`config.mk`:
```
export PLATFORM = sky130hd
export DESIGN_NAME = apb_master_arbiter
export DESIGN_NICKNAME = d
export VERILOG_FILES = /design/src/rtl/apb_master_arbiter.sv
export SDC_FILE = /design/constraint.sdc
export NUM_CORES = 1
export LEC_CHECK = 0
export CORE_MARGIN = 3
export CORE_UTILIZATION = 33
export CTS_BUF_LIST = sky130_fd_sc_hd__clkbuf_8
export DETAILED_ROUTE_END_ITERATION = 16
export PLACE_DENSITY = 0.8
export RECOVER_POWER = 25
export SYNTH_ARGS = -nofsm -noshare
export SYNTH_HDL_FRONTEND = slang
export SYNTH_SLANG_ARGS = --single-unit
```
`constraint.sdc`:
```
create_clock -name PCLK -period 3.6 [get_ports PCLK]
set_clock_uncertainty 0.1 [all_clocks]
set_input_delay 0.72 -clock PCLK [delete_from_list [all_inputs] [get_ports PCLK]]
set_output_delay 0.72 -clock PCLK [all_outputs]
set_load 0.02 [all_outputs]
```
`src/rtl/apb_master_arbiter.sv`:
```
// Two-requester APB master: arbitrates REQ0/REQ1 and runs one APB transfer
// at a time, aborting with ERR when the slave holds PREADY low too long.
module apb_master_arbiter #(
  parameter int unsigned ADDR_WIDTH = 8,
  parameter int unsigned DATA_WIDTH = 16,
  parameter int unsigned TIMEOUT    = 16
) (
  input  logic                  PCLK,
  input  logic                  PRESET,
  input  logic                  REQ0,
  input  logic                  REQ1,
  input  logic                  WR0,
  input  logic                  WR1,
  input  logic [ADDR_WIDTH-1:0] ADDR0,
  input  logic [ADDR_WIDTH-1:0] ADDR1,
  input  logic [DATA_WIDTH-1:0] WDATA0,
  input  logic [DATA_WIDTH-1:0] WDATA1,
  output logic                  ACK0,
  output logic                  ACK1,
  output logic                  ERR,
  output logic [DATA_WIDTH-1:0] RDATA,
  output logic                  PSEL,
  output logic                  PENABLE,
  output logic                  PWRITE,
  output logic [ADDR_WIDTH-1:0] PADDR,
  output logic [DATA_WIDTH-1:0] PWDATA,
  input  logic [DATA_WIDTH-1:0] PRDATA,
  input  logic                  PREADY
);

  localparam int unsigned CNT_W = 8;

  typedef enum logic [1:0] {IDLE, SETUP, ACCESS} state_t;

  state_t                state, state_nx;
  logic [CNT_W-1:0]      wait_cnt, wait_cnt_nx;
  logic                  gnt, gnt_nx;     // requester owning the transfer in flight
  logic                  prio, prio_nx;   // requester favoured on the next tie
  logic                  ack0_nx, ack1_nx, err_nx;
  logic                  psel_nx, penable_nx, pwrite_nx;
  logic [ADDR_WIDTH-1:0] paddr_nx;
  logic [DATA_WIDTH-1:0] pwdata_nx, rdata_nx;
  logic                  elig0, elig1, pick;

  // State and every output are flops; reset wins over all other inputs.
  always_ff @(posedge PCLK) begin
    if (PRESET) begin
      state    <= IDLE;
      wait_cnt <= '0;
      gnt      <= 1'b0;
      prio     <= 1'b0;
      ACK0     <= 1'b0;
      ACK1     <= 1'b0;
      ERR      <= 1'b0;
      PSEL     <= 1'b0;
      PENABLE  <= 1'b0;
      PWRITE   <= 1'b0;
      PADDR    <= '0;
      PWDATA   <= '0;
      RDATA    <= '0;
    end else begin
      state    <= state_nx;
      wait_cnt <= wait_cnt_nx;
      gnt      <= gnt_nx;
      prio     <= prio_nx;
      ACK0     <= ack0_nx;
      ACK1     <= ack1_nx;
      ERR      <= err_nx;
      PSEL     <= psel_nx;
      PENABLE  <= penable_nx;
      PWRITE   <= pwrite_nx;
      PADDR    <= paddr_nx;
      PWDATA   <= pwdata_nx;
      RDATA    <= rdata_nx;
    end
  end

  // A requester being acknowledged this cycle may not be re-granted yet.
  assign elig0 = REQ0 & ~ACK0;
  assign elig1 = REQ1 & ~ACK1;
  assign pick  = (elig0 & elig1) ? prio : elig1;

  always_comb begin
    state_nx    = state;
    wait_cnt_nx = wait_cnt;
    gnt_nx      = gnt;
    prio_nx     = prio;
    ack0_nx     = 1'b0;
    ack1_nx     = 1'b0;
    err_nx      = 1'b0;
    psel_nx     = PSEL;
    penable_nx  = PENABLE;
    pwrite_nx   = PWRITE;
    paddr_nx    = PADDR;
    pwdata_nx   = PWDATA;
    rdata_nx    = RDATA;

    case (state)
      IDLE: begin
        if (elig0 | elig1) begin
          gnt_nx     = pick;
          prio_nx    = ~pick;
          pwrite_nx  = pick ? WR1 : WR0;
          paddr_nx   = pick ? ADDR1 : ADDR0;
          pwdata_nx  = pick ? WDATA1 : WDATA0;
          psel_nx    = 1'b1;
          penable_nx = 1'b0;
          state_nx   = SETUP;
        end
      end
      SETUP: begin
        psel_nx     = 1'b1;
        penable_nx  = 1'b1;
        wait_cnt_nx = '0;
        state_nx    = ACCESS;
      end
      ACCESS: begin
        if (PREADY) begin
          state_nx   = IDLE;
          psel_nx    = 1'b0;
          penable_nx = 1'b0;
          ack0_nx    = ~gnt;
          ack1_nx    = gnt;
          if (!PWRITE) rdata_nx = PRDATA;
        end else if (wait_cnt == CNT_W'(TIMEOUT - 1)) begin
          // Slave stalled through the last permitted ACCESS cycle.
          state_nx   = IDLE;
          psel_nx    = 1'b0;
          penable_nx = 1'b0;
          ack0_nx    = ~gnt;
          ack1_nx    = gnt;
          err_nx     = 1'b1;
        end else begin
          wait_cnt_nx = wait_cnt + CNT_W'(1);
        end
      end
      default: begin
        state_nx   = IDLE;
        psel_nx    = 1'b0;
        penable_nx = 1'b0;
      end
    endcase
  end

endmodule

```
==> flow_summary.json <==
{
  "syn_area_um2": 2340,
  "start_kind": "primary input",
  "core_um2": 6830,
  "clockBufferDepth": 2,
  "diodes": 0,
  "async_reset_ff_share_pct": 0,
  "dp_hpwl_um": 4550,
  "tightest_slew_ns": 1.04,
  "num_vias": 2267,
  "timing.fmax_mhz": 352,
  "synth_edf_count": 0,
  "final_max_slew_viol_count": 0,
  "slew-limit-headroom_pct": 30.4,
  "ant_nets": 0,
  "via_per_inst": 4.83,
  "drive_gt1_share_pct": 6.43,
  "layout_commonest_cell": "clkdlybuf4s50_1",
  "yosysSeqAreaShare_pct": 48.7,
  "status": "finished clean",
  "cts-resized-gates": 0,
  "synth_area_leader_cell": "dfxtp_1",
  "gr-total-overflow": 0,
  "fin_setup_tns_ns": 0,
  "hold_viol_final": 0,
  "power_density_nw_per_um2": 445,
  "insertion_delay_ns": 0.32,
  "die_x_um": 90.2,
  "drtIter0Drc": 167,
  "wl_um": 6280,
  "first_pass_iters": 4,
  "dp.cells": 453,
  "die-area_um2": 8140,
  "synthFlopType": "dfxtp_1",
  "final_cell_mix": "clkdlybuf4s50_1, dfxtp_1, nand2_1",
  "finalSetupViolCount": 0,
  "synth-seq-cells": 57,
  "clkTransAtPathRegs_ns": 0.06,
  "syn_nets": 327,
  "track_usage_pct": 15.8,
  "start_util_pct": 34.3,
  "area_growth_pct": 60.8,
  "syn_area_per_cell_um2": 9.19,
  "synth.top_cell.area_share_pct": 48.7,
  "whs_ns": 0.351,
  "grt_pass1_vias": 2350,
  "root_buffer": "clkbuf_8",
  "path_max_fanout": 25,
  "power.total_uw": 1680,
  "rsz0062_at_grt": "false",
  "rrSetupSlack_ns": 1.38,
  "cts_hold_buf": 0,
  "layout.cells.non_filler": 469,
  "drc": 0,
  "required_ns": 3.70,
  "htreeDepth": 3,
  "fin_crit_ns": 2.84,
  "worstSetupPathType": "in2reg",
  "fin_util_pct": 55.1,
  "cellLeakagePower_uw": 0.00141,
  "routabilityCongestion": 0.788,
  "cts.sinks": 57,
  "cp.arrival_ns": 2.94,
  "rows": 30,
  "synth.distinct_cells": 37,
  "wire_per_inst_um": 13.4,
  "top_level_ports": 117,
  "min_path_type": "reg2reg",
  "numCtsBuffers": 9,
  "ir_drop_v": 0.000182,
  "maxCapViolations": 0,
  "grt_pass1_wl_um": 10600,
  "die_h_um": 90.2,
  "synth_cells": 255,
  "grt_max_degree": 26,
  "port_buffers": 116,
  "antenna_found_initial": 0,
  "cts_tree": "yes",
  "endpoint_kind": "flip-flop",
  "final_nets": 440,
  "yosys_warnings": 0,
  "fill_cells": 649,
  "register_area_um2": 1140,
  "synth_area_leaders": "dfxtp_1, a221o_1, and2_1, nand2_1, a21oi_1",
  "min_period_over_period_pct": 78.9,
  "multi_input_comb_area_um2": 1100,
  "postCtsSetupRepairBufs": 0
}
[logic make-up after synthesis]
family | Yosys count | synth area share (%)
AOI/OAI and AO/OA | 65 | 21.5
buffers and inverters | 20 | 4.49
muxes | 3 | 1.39
DFF | 57 | 48.7
and+or+nand+nor | 109 | 23.3
adders and majority gates | 1 | 0.534
[critical path, cell delays in order]
cell and delay (ns):
dlygate4sd3_1 0.76, clkbuf_1 0.82, nand2b_1 0.27, nor2_1 0.08, a21oi_1 0.18, o22ai_1 0.11
[power breakdown]
group	switching (µW)	leakage (µW)	total (µW)	internal [µW]
logic	136	0.000829	311	174
registers	32.4	0.000466	707	674
clock network	253	0.000117	657	405
[registers in the layout, indices dropped and copies added (netlist names), 8 cells and up]
signal    count
PADDR         8
PWDATA       16
wait_cnt      8
RDATA        16
[synth_stat cells (2+ instances only)]
cell type / n
and3_1: 2
nor3_1: 3
a221o_1: 25
dfxtp_1: 57
and2_1: 25
or4_1: 2
nor2b_1: 3
o211ai_1: 3
nand3_1: 7
o22ai_1: 2
clkbuf_1: 6
nand2b_1: 4
a21oi_1: 20
nor2_1: 16
mux2_2: 2
o21ai_0: 5
inv_1: 5
nand2_1: 38
buf_6: 3
a31oi_1: 4
or2_2: 2
buf_2: 6
[area by class of cell]
class | instances | share of cell area, %
inverters | 5 | 0.498
clock buffers | 10 | 3.65
flip-flops and latches | 57 | 30.3
well taps | 96 | 3.19
repair buffers | 117 | 30.9
multi-input cells | 178 | 29.2
clock inverters | 6 | 2.19
[final timing paths]
path | endpoint | cells past startpoint | from
hold reg to reg | RDATA[0]$_SDFFE_PP0P_ | 2 | RDATA[0]$_SDFFE_PP0P_
setup reg to reg | PWDATA[12]$_SDFFE_PP0P_ | 4 | state[0]$_SDFFE_PP0P_
hold / removal | RDATA[0]$_SDFFE_PP0P_ | 2 | RDATA[0]$_SDFFE_PP0P_
setup / recovery | wait_cnt[1]$_SDFFE_PP0P_ | 6 | PRESET
[per-layer routing]
| metal | vias to the layer above | track usage (%) | part of all wire [%] |
|---|---|---|---|
| li1 | 1145 | - | - |
| met5 | - | 0 | 0 |
| met2 | 90 | 27.1 | 48 |
| met4 | 0 | 6.25 | 0.64 |
| met1 | 1027 | 17.3 | 41 |
| met3 | 5 | 6.69 | 11 |
[stage by stage]
stage | worst slack [ns] | area (µm²)
floorplan | 1.69 | 2340
global placement | 0.735 | 3550
detailed placement | 0.685 | 3550
CTS | 1.02 | 3770
global route | 0.581 | 3770
finish | 0.761 | 3770
No activity file was read; power rests on OpenSTA's default activity.
